<file path="config.mk">
export PLATFORM = sky130hd
export DESIGN_NAME = mips32_mem_arbiter_flat
export DESIGN_NICKNAME = d
export VERILOG_FILES = /design/src/rtl/mips32_mem_arbiter_if.sv /design/src/rtl/mips32_mem_arbiter.sv /design/src/flat_wrapper.sv
export SDC_FILE = /design/constraint.sdc
export NUM_CORES = 1
export LEC_CHECK = 0
export ABC_AREA = 1
export CAP_MARGIN = 25
export CORE_AREA = 2 2 101 142
export CTS_CLUSTER_SIZE = 20
export DETAILED_ROUTE_END_ITERATION = 6
export DIE_AREA = 0 0 103 144
export PLACE_DENSITY = 0.84
export SKIP_CTS_REPAIR_TIMING = 1
export SYNTH_ARGS = -nofsm -noshare
export SYNTH_HDL_FRONTEND = slang
export SYNTH_SLANG_ARGS = --single-unit
</file>
<file path="constraint.sdc">
create_clock -name clk1 -period 3.4 [get_ports clk1]
set_input_delay 0.68 -clock clk1 [delete_from_list [all_inputs] [get_ports clk1]]
set_output_delay 0.68 -clock clk1 [all_outputs]
set_load 0.05 [all_outputs]
</file>
<file path="src/rtl/mips32_mem_arbiter_if.sv">
// Requester, memory and status bundle around the unified-memory arbiter.
// master: core/loader/memory side; slave: the arbiter.
interface mips32_mem_arbiter_if #(
  parameter int AW = 10,
  parameter int DW = 32
);
  logic          halted;
  logic          if_req;
  logic [AW-1:0] if_addr;
  logic          if_gnt;
  logic          if_rvalid;
  logic          dm_req;
  logic          dm_we;
  logic [AW-1:0] dm_addr;
  logic [DW-1:0] dm_wdata;
  logic          dm_gnt;
  logic          dm_rvalid;
  logic          ld_req;
  logic          ld_we;
  logic [AW-1:0] ld_addr;
  logic [DW-1:0] ld_wdata;
  logic          ld_gnt;
  logic          ld_rvalid;
  logic [DW-1:0] rdata;
  logic          mem_en;
  logic          mem_we;
  logic [AW-1:0] mem_addr;
  logic [DW-1:0] mem_wdata;
  logic [DW-1:0] mem_rdata;
  logic          if_stall;
  logic          dm_stall;
  logic [31:0]   cnt_if;
  logic [31:0]   cnt_dm;

  modport master (
    output halted, if_req, if_addr, dm_req, dm_we, dm_addr, dm_wdata,
           ld_req, ld_we, ld_addr, ld_wdata, mem_rdata,
    input  if_gnt, if_rvalid, dm_gnt, dm_rvalid, ld_gnt, ld_rvalid, rdata,
           mem_en, mem_we, mem_addr, mem_wdata, if_stall, dm_stall, cnt_if, cnt_dm
  );

  modport slave (
    input  halted, if_req, if_addr, dm_req, dm_we, dm_addr, dm_wdata,
           ld_req, ld_we, ld_addr, ld_wdata, mem_rdata,
    output if_gnt, if_rvalid, dm_gnt, dm_rvalid, ld_gnt, ld_rvalid, rdata,
           mem_en, mem_we, mem_addr, mem_wdata, if_stall, dm_stall, cnt_if, cnt_dm
  );
endinterface

</file>
<file path="src/rtl/mips32_mem_arbiter.sv">
// Fixed-priority (ld > starved if > dm > if) arbiter for the single-port unified memory; loader gated by MIPS32_MEMARB_LOADER_EN.
// Grant is combinational, read data returns 1 cycle later; losers see gnt=0 and must hold their request.
module mips32_mem_arbiter #(
  parameter int AW           = 10,
  parameter int DW           = 32,
  parameter int STARVE_LIMIT = 4
) (
  input logic                 clk1,
  input logic                 reset,
  mips32_mem_arbiter_if.slave bus
);
  localparam int SW = $clog2(STARVE_LIMIT + 1);
  localparam logic [SW-1:0] LIMIT = SW'(STARVE_LIMIT);

  typedef enum logic [1:0] {SEL_NONE, SEL_IF, SEL_DM, SEL_LD} sel_e;

  sel_e          sel;
  logic          fetch;
  logic          ld_act;
  logic [SW-1:0] starve_cnt;
  logic          pend_if;
  logic          pend_dm;
  logic          pend_ld;
  logic          we_sel;
  logic [AW-1:0] addr_sel;
  logic [DW-1:0] wdata_sel;

  assign fetch = bus.if_req && !bus.halted;

`ifdef MIPS32_MEMARB_LOADER_EN
  assign ld_act        = bus.ld_req;
  assign bus.ld_gnt    = (sel == SEL_LD);
  assign bus.ld_rvalid = pend_ld;
`else
  logic unused_ld;
  assign unused_ld     = bus.ld_req;
  assign ld_act        = 1'b0;
  assign bus.ld_gnt    = 1'b0;
  assign bus.ld_rvalid = 1'b0;
`endif

  // Grants are masked during reset so the memory sees no command while it is held.
  always_comb begin
    sel = SEL_NONE;
    if (!reset) begin
      if (ld_act)                              sel = SEL_LD;
      else if (fetch && starve_cnt >= LIMIT)   sel = SEL_IF;
      else if (bus.dm_req)                     sel = SEL_DM;
      else if (fetch)                          sel = SEL_IF;
    end
  end

  always_comb begin
    we_sel    = 1'b0;
    addr_sel  = '0;
    wdata_sel = '0;
    case (sel)
      SEL_IF: addr_sel = bus.if_addr;
      SEL_DM: begin
        we_sel    = bus.dm_we;
        addr_sel  = bus.dm_addr;
        wdata_sel = bus.dm_wdata;
      end
      SEL_LD: begin
        we_sel    = bus.ld_we;
        addr_sel  = bus.ld_addr;
        wdata_sel = bus.ld_wdata;
      end
      default: ;
    endcase
  end

  assign bus.mem_en    = (sel != SEL_NONE);
  assign bus.mem_we    = we_sel;
  assign bus.mem_addr  = addr_sel;
  assign bus.mem_wdata = wdata_sel;
  assign bus.if_gnt    = (sel == SEL_IF);
  assign bus.dm_gnt    = (sel == SEL_DM);
  assign bus.if_stall  = bus.if_req && (sel != SEL_IF);
  assign bus.dm_stall  = bus.dm_req && (sel != SEL_DM);
  assign bus.if_rvalid = pend_if;
  assign bus.dm_rvalid = pend_dm;
  // Memory output is already registered; forward it only while a read is returning.
  assign bus.rdata     = (pend_if || pend_dm || pend_ld) ? bus.mem_rdata : '0;

  always_ff @(posedge clk1 or posedge reset) begin
    if (reset) begin
      pend_if    <= 1'b0;
      pend_dm    <= 1'b0;
      pend_ld    <= 1'b0;
      starve_cnt <= '0;
      bus.cnt_if <= '0;
      bus.cnt_dm <= '0;
    end else begin
      pend_if <= (sel == SEL_IF);
      pend_dm <= (sel == SEL_DM) && !bus.dm_we;
      pend_ld <= (sel == SEL_LD) && !bus.ld_we;
      if (fetch && sel != SEL_IF)
        starve_cnt <= (starve_cnt >= LIMIT) ? LIMIT : starve_cnt + 1'b1;
      else
        starve_cnt <= '0;
      if (sel == SEL_IF) bus.cnt_if <= bus.cnt_if + 32'd1;
      if (sel == SEL_DM) bus.cnt_dm <= bus.cnt_dm + 32'd1;
    end
  end
endmodule

</file>
<file path="src/flat_wrapper.sv">
// flat-port wrapper written by rule: the top's interface ports become plain ports
module mips32_mem_arbiter_flat 
#(
  parameter int AW           = 10,
  parameter int DW           = 32,
  parameter int STARVE_LIMIT = 4
)
  (clk1, reset, bus_halted, bus_if_req, bus_if_addr, bus_dm_req, bus_dm_we, bus_dm_addr, bus_dm_wdata, bus_ld_req, bus_ld_we, bus_ld_addr, bus_ld_wdata, bus_mem_rdata, bus_if_gnt, bus_if_rvalid, bus_dm_gnt, bus_dm_rvalid, bus_ld_gnt, bus_ld_rvalid, bus_rdata, bus_mem_en, bus_mem_we, bus_mem_addr, bus_mem_wdata, bus_if_stall, bus_dm_stall, bus_cnt_if, bus_cnt_dm);
  mips32_mem_arbiter_if #(.AW(AW), .DW(DW)) bus_i ();
  input logic clk1;
  input logic reset;
  input wire logic [$bits(bus_i.halted)-1:0] bus_halted;
  input wire logic [$bits(bus_i.if_req)-1:0] bus_if_req;
  input wire logic [$bits(bus_i.if_addr)-1:0] bus_if_addr;
  input wire logic [$bits(bus_i.dm_req)-1:0] bus_dm_req;
  input wire logic [$bits(bus_i.dm_we)-1:0] bus_dm_we;
  input wire logic [$bits(bus_i.dm_addr)-1:0] bus_dm_addr;
  input wire logic [$bits(bus_i.dm_wdata)-1:0] bus_dm_wdata;
  input wire logic [$bits(bus_i.ld_req)-1:0] bus_ld_req;
  input wire logic [$bits(bus_i.ld_we)-1:0] bus_ld_we;
  input wire logic [$bits(bus_i.ld_addr)-1:0] bus_ld_addr;
  input wire logic [$bits(bus_i.ld_wdata)-1:0] bus_ld_wdata;
  input wire logic [$bits(bus_i.mem_rdata)-1:0] bus_mem_rdata;
  output wire logic [$bits(bus_i.if_gnt)-1:0] bus_if_gnt;
  output wire logic [$bits(bus_i.if_rvalid)-1:0] bus_if_rvalid;
  output wire logic [$bits(bus_i.dm_gnt)-1:0] bus_dm_gnt;
  output wire logic [$bits(bus_i.dm_rvalid)-1:0] bus_dm_rvalid;
  output wire logic [$bits(bus_i.ld_gnt)-1:0] bus_ld_gnt;
  output wire logic [$bits(bus_i.ld_rvalid)-1:0] bus_ld_rvalid;
  output wire logic [$bits(bus_i.rdata)-1:0] bus_rdata;
  output wire logic [$bits(bus_i.mem_en)-1:0] bus_mem_en;
  output wire logic [$bits(bus_i.mem_we)-1:0] bus_mem_we;
  output wire logic [$bits(bus_i.mem_addr)-1:0] bus_mem_addr;
  output wire logic [$bits(bus_i.mem_wdata)-1:0] bus_mem_wdata;
  output wire logic [$bits(bus_i.if_stall)-1:0] bus_if_stall;
  output wire logic [$bits(bus_i.dm_stall)-1:0] bus_dm_stall;
  output wire logic [$bits(bus_i.cnt_if)-1:0] bus_cnt_if;
  output wire logic [$bits(bus_i.cnt_dm)-1:0] bus_cnt_dm;
  assign bus_i.halted = bus_halted;
  assign bus_i.if_req = bus_if_req;
  assign bus_i.if_addr = bus_if_addr;
  assign bus_i.dm_req = bus_dm_req;
  assign bus_i.dm_we = bus_dm_we;
  assign bus_i.dm_addr = bus_dm_addr;
  assign bus_i.dm_wdata = bus_dm_wdata;
  assign bus_i.ld_req = bus_ld_req;
  assign bus_i.ld_we = bus_ld_we;
  assign bus_i.ld_addr = bus_ld_addr;
  assign bus_i.ld_wdata = bus_ld_wdata;
  assign bus_i.mem_rdata = bus_mem_rdata;
  assign bus_if_gnt = bus_i.if_gnt;
  assign bus_if_rvalid = bus_i.if_rvalid;
  assign bus_dm_gnt = bus_i.dm_gnt;
  assign bus_dm_rvalid = bus_i.dm_rvalid;
  assign bus_ld_gnt = bus_i.ld_gnt;
  assign bus_ld_rvalid = bus_i.ld_rvalid;
  assign bus_rdata = bus_i.rdata;
  assign bus_mem_en = bus_i.mem_en;
  assign bus_mem_we = bus_i.mem_we;
  assign bus_mem_addr = bus_i.mem_addr;
  assign bus_mem_wdata = bus_i.mem_wdata;
  assign bus_if_stall = bus_i.if_stall;
  assign bus_dm_stall = bus_i.dm_stall;
  assign bus_cnt_if = bus_i.cnt_if;
  assign bus_cnt_dm = bus_i.cnt_dm;
  mips32_mem_arbiter #(.AW(AW), .DW(DW), .STARVE_LIMIT(STARVE_LIMIT)) u_core (.clk1(clk1), .reset(reset), .bus(bus_i));
endmodule
</file>
==> qor.yml <==
outcome:
  outcome: "completed"
sta:
  clock_skew_ns: 0.00735
  slew-limit-headroom_pct: 38.2
  drv_slew: 0
  fin_setup_tns_ns: 0
  setup_ws_ns: 0.227
  hold-worst-slack_ns: 0.469
  finalSetupViolCount: 0
  fmax_mhz: 315
  hold_viol_final: 0
  period_needed_ns: 3.17
  tightest_slew_ns: 0.927
  timing.final.crit_share_pct: 93.3
  rsz0062_at_grt: "false"
yosys:
  ys_types: 28
  synth_seq_cells: 70
  yosysSeqAreaShare_pct: 37.4
  synth_top_area_share_pct: 37.4
  yosysTopAreaCell: "dfrtp_1"
  synthCells: 692
  syn-cell-area_um2: 4690
  ys.warnings.count: 0
  syn_avg_cell_area_um2: 6.77
  synth_area_leaders: "dfrtp_1 (37%), nand2_1 (14%), inv_1 (11%), nor2_1 (11%), nand3_1 (3.9%)"
finish:
  final.fill_count: 1224
  fin_nets: 1072
  regArea_um2: 1750
  area.growth.synth_to_final_pct: 68.6
  stdcell_area_um2: 7900
  multi_input_area_um2: 2340
  utilization_pct: 57.9
  drive_above_1_share_pct: 12.6
  final_common_cell: "clkdlybuf4s50_1"
  final_cell_mix: "clkdlybuf4s50_1 (181), nand2_1 (177), inv_1 (142), nor2_1 (136), dfrtp_1 (70)"
clock_network:
  cts_sinks: 70
  numCtsBuffers: 9
  cts-root-buf: "clkbuf_16"
  cts_tree: "done"
  clk_latency_ns: 0.33
  cts.clk_slew.worst_paths_ns: 0.05
  cts_max_path_buffers: 2
  h-tree-depth: 3
worst_setup_path:
  worstPathMaxFanout: 12
  required_ns: 2.72
  cpMaxStageDelayCell: "clkdlybuf4s50_1"
  crit_arrival_ns: 2.49
  path_buf_inv: 2
  cp-start-kind: "flop"
  crit_family: "buffers and inverters"
  path_cells: "nor3_2, buf_4, nor2_1, clkdlybuf4s50_1"
  max_stage_delay_ns: 0.78
  cp-end-kind: "output port"
  worstSetupPathType: "reg -> out"
die:
  die_h_um: 144
  ios: 282
  die_area_um2: 14800
  start_util_pct: 34.3
  die_width_um: 103
  num_rows: 51
  core-area_um2: 13700
placed_design:
  place_area_um2: 7620
  pre_cts_ws_ns: 0.306
  dp_hpwl_um: 14900
  place_congestion: 0.921
  portBuffers: 235
global_route:
  antenna_found_initial: 4
  grt_usage_pct: 24.7
  grt_pass1_wl_um: 27100
  first_global_vias: 5043
  grt_max_degree: 71
  overflow: 0
route:
  ant_nets: 0
  wire_per_inst_um: 16.3
  vias: 5237
  drc: 0
  detail_route.first_pass.iterations: 7
  drt_first_iter_violations: 204
  wl_um: 18300
  viasPerCell: 4.65
run:
  max_cap_violations: 0
power:
  leakage_nw: 3.76
  vdd_ir_drop_max_mv: 0.283
  cellPowerDensity_nw_per_um2: 363
min_path:
  hp-class: "reg -> reg"
-- final timing paths --
check,slack [ns],endpoint,start,depth (start not counted)
worst min-delay path,0.47,u_core.starve_cnt[0]$_DFF_PP0_,u_core.starve_cnt[0]$_DFF_PP0_,1
max in group asynchronous,1.68,u_core.bus.cnt_if[3]$_DFFE_PP0N_,reset,3
worst max register to register,1.69,u_core.bus.cnt_dm[14]$_DFFE_PP0N_,u_core.starve_cnt[2]$_DFF_PP0_,7
worst max-delay path,0.23,bus_rdata[2],u_core.bus.dm_rvalid$_DFF_PP0_,4
worst min register to register,0.47,u_core.starve_cnt[0]$_DFF_PP0_,u_core.starve_cnt[0]$_DFF_PP0_,1
min in group asynchronous,1.11,u_core.bus.cnt_dm[4]$_DFFE_PP0N_,reset,3
-- per-stage QoR --
| stage | total power [mW] | instances |
|---|---|---|
| after floorplan | 1.55 | 694 |
| after global placement | 1.97 | 1108 |
| after detailed placement | 2.00 | 1108 |
| after CTS | 2.87 | 1123 |
| after global routing | 2.98 | 1126 |
| final | 2.87 | 1127 |
-- state kept, by name, indices dropped and copies added, names as in the netlist --
signal	cells
u_core.bus.dm_rvalid	1
u_core.bus.if_rvalid	1
u_core.pend_ld	1
u_core.starve_cnt	3
u_core.bus.cnt_if	32
u_core.bus.cnt_dm	32
-- cell type report --
cell class / instances / area share, %
Sequential cell: 70 / 22.2
Timing Repair Buffer: 243 / 34.7
Inverter: 144 / 6.95
Antenna cell: 4 / 0.127
Clock inverter: 3 / 0.253
Clock buffer: 12 / 3.25
Multi-Input combinational cell: 466 / 29.7
Tap cell: 185 / 2.93
-- power by group --
part | total [mW] | internal [mW] | switching (mW)
clock | 0.878 | 0.528 | 0.350
combinational | 1.02 | 0.379 | 0.641
sequential | 0.969 | 0.893 | 0.0754
total | 2.87 | 1.80 | 1.07
-- worst register-to-register path, cell delays in order, from the launching register on --
cell,delay (ns)
dfrtp_1,0.40
nand3_1,0.11
nand2_2,0.20
inv_1,0.18
buf_4,0.27
buf_4,0.22
nand2_1,0.08
xnor2_1,0.13
-- Yosys cell counts (all sizes together) --
master	n
clkbuf	3
ha	4
xnor2	11
conb	1
nor2	158
o21ai	3
a22o	10
xor2	16
buf	11
nand2	184
nor3	5
nand3	39
inv	144
dfrtp	70
and2	1
nand3b	8
nand4	24
-- kinds of logic after synthesis --
kind of cell / after synthesis / synth area share [%]
AO/OA/AOI/OAI: 13 / 2.19
XOR/XNOR: 27 / 5.04
adder cells (fa/ha/maj): 4 / 1.07
buffers and inverters: 158 / 14.0
flip-flops: 70 / 37.4
other: 1 / 0.0800
AND/OR/NAND/NOR: 419 / 40.3
-- layer usage --
layer  track usage [%]  up-vias  share of wire [%]
met5                 0        -                  0
met4              14.3        0                4.0
met3              8.36       36                9.7
met2              42.2      233                 50
met1              26.0     2414                 36
li1                  -     2554                  -
Note: power is estimated with default switching activity, not from simulation.
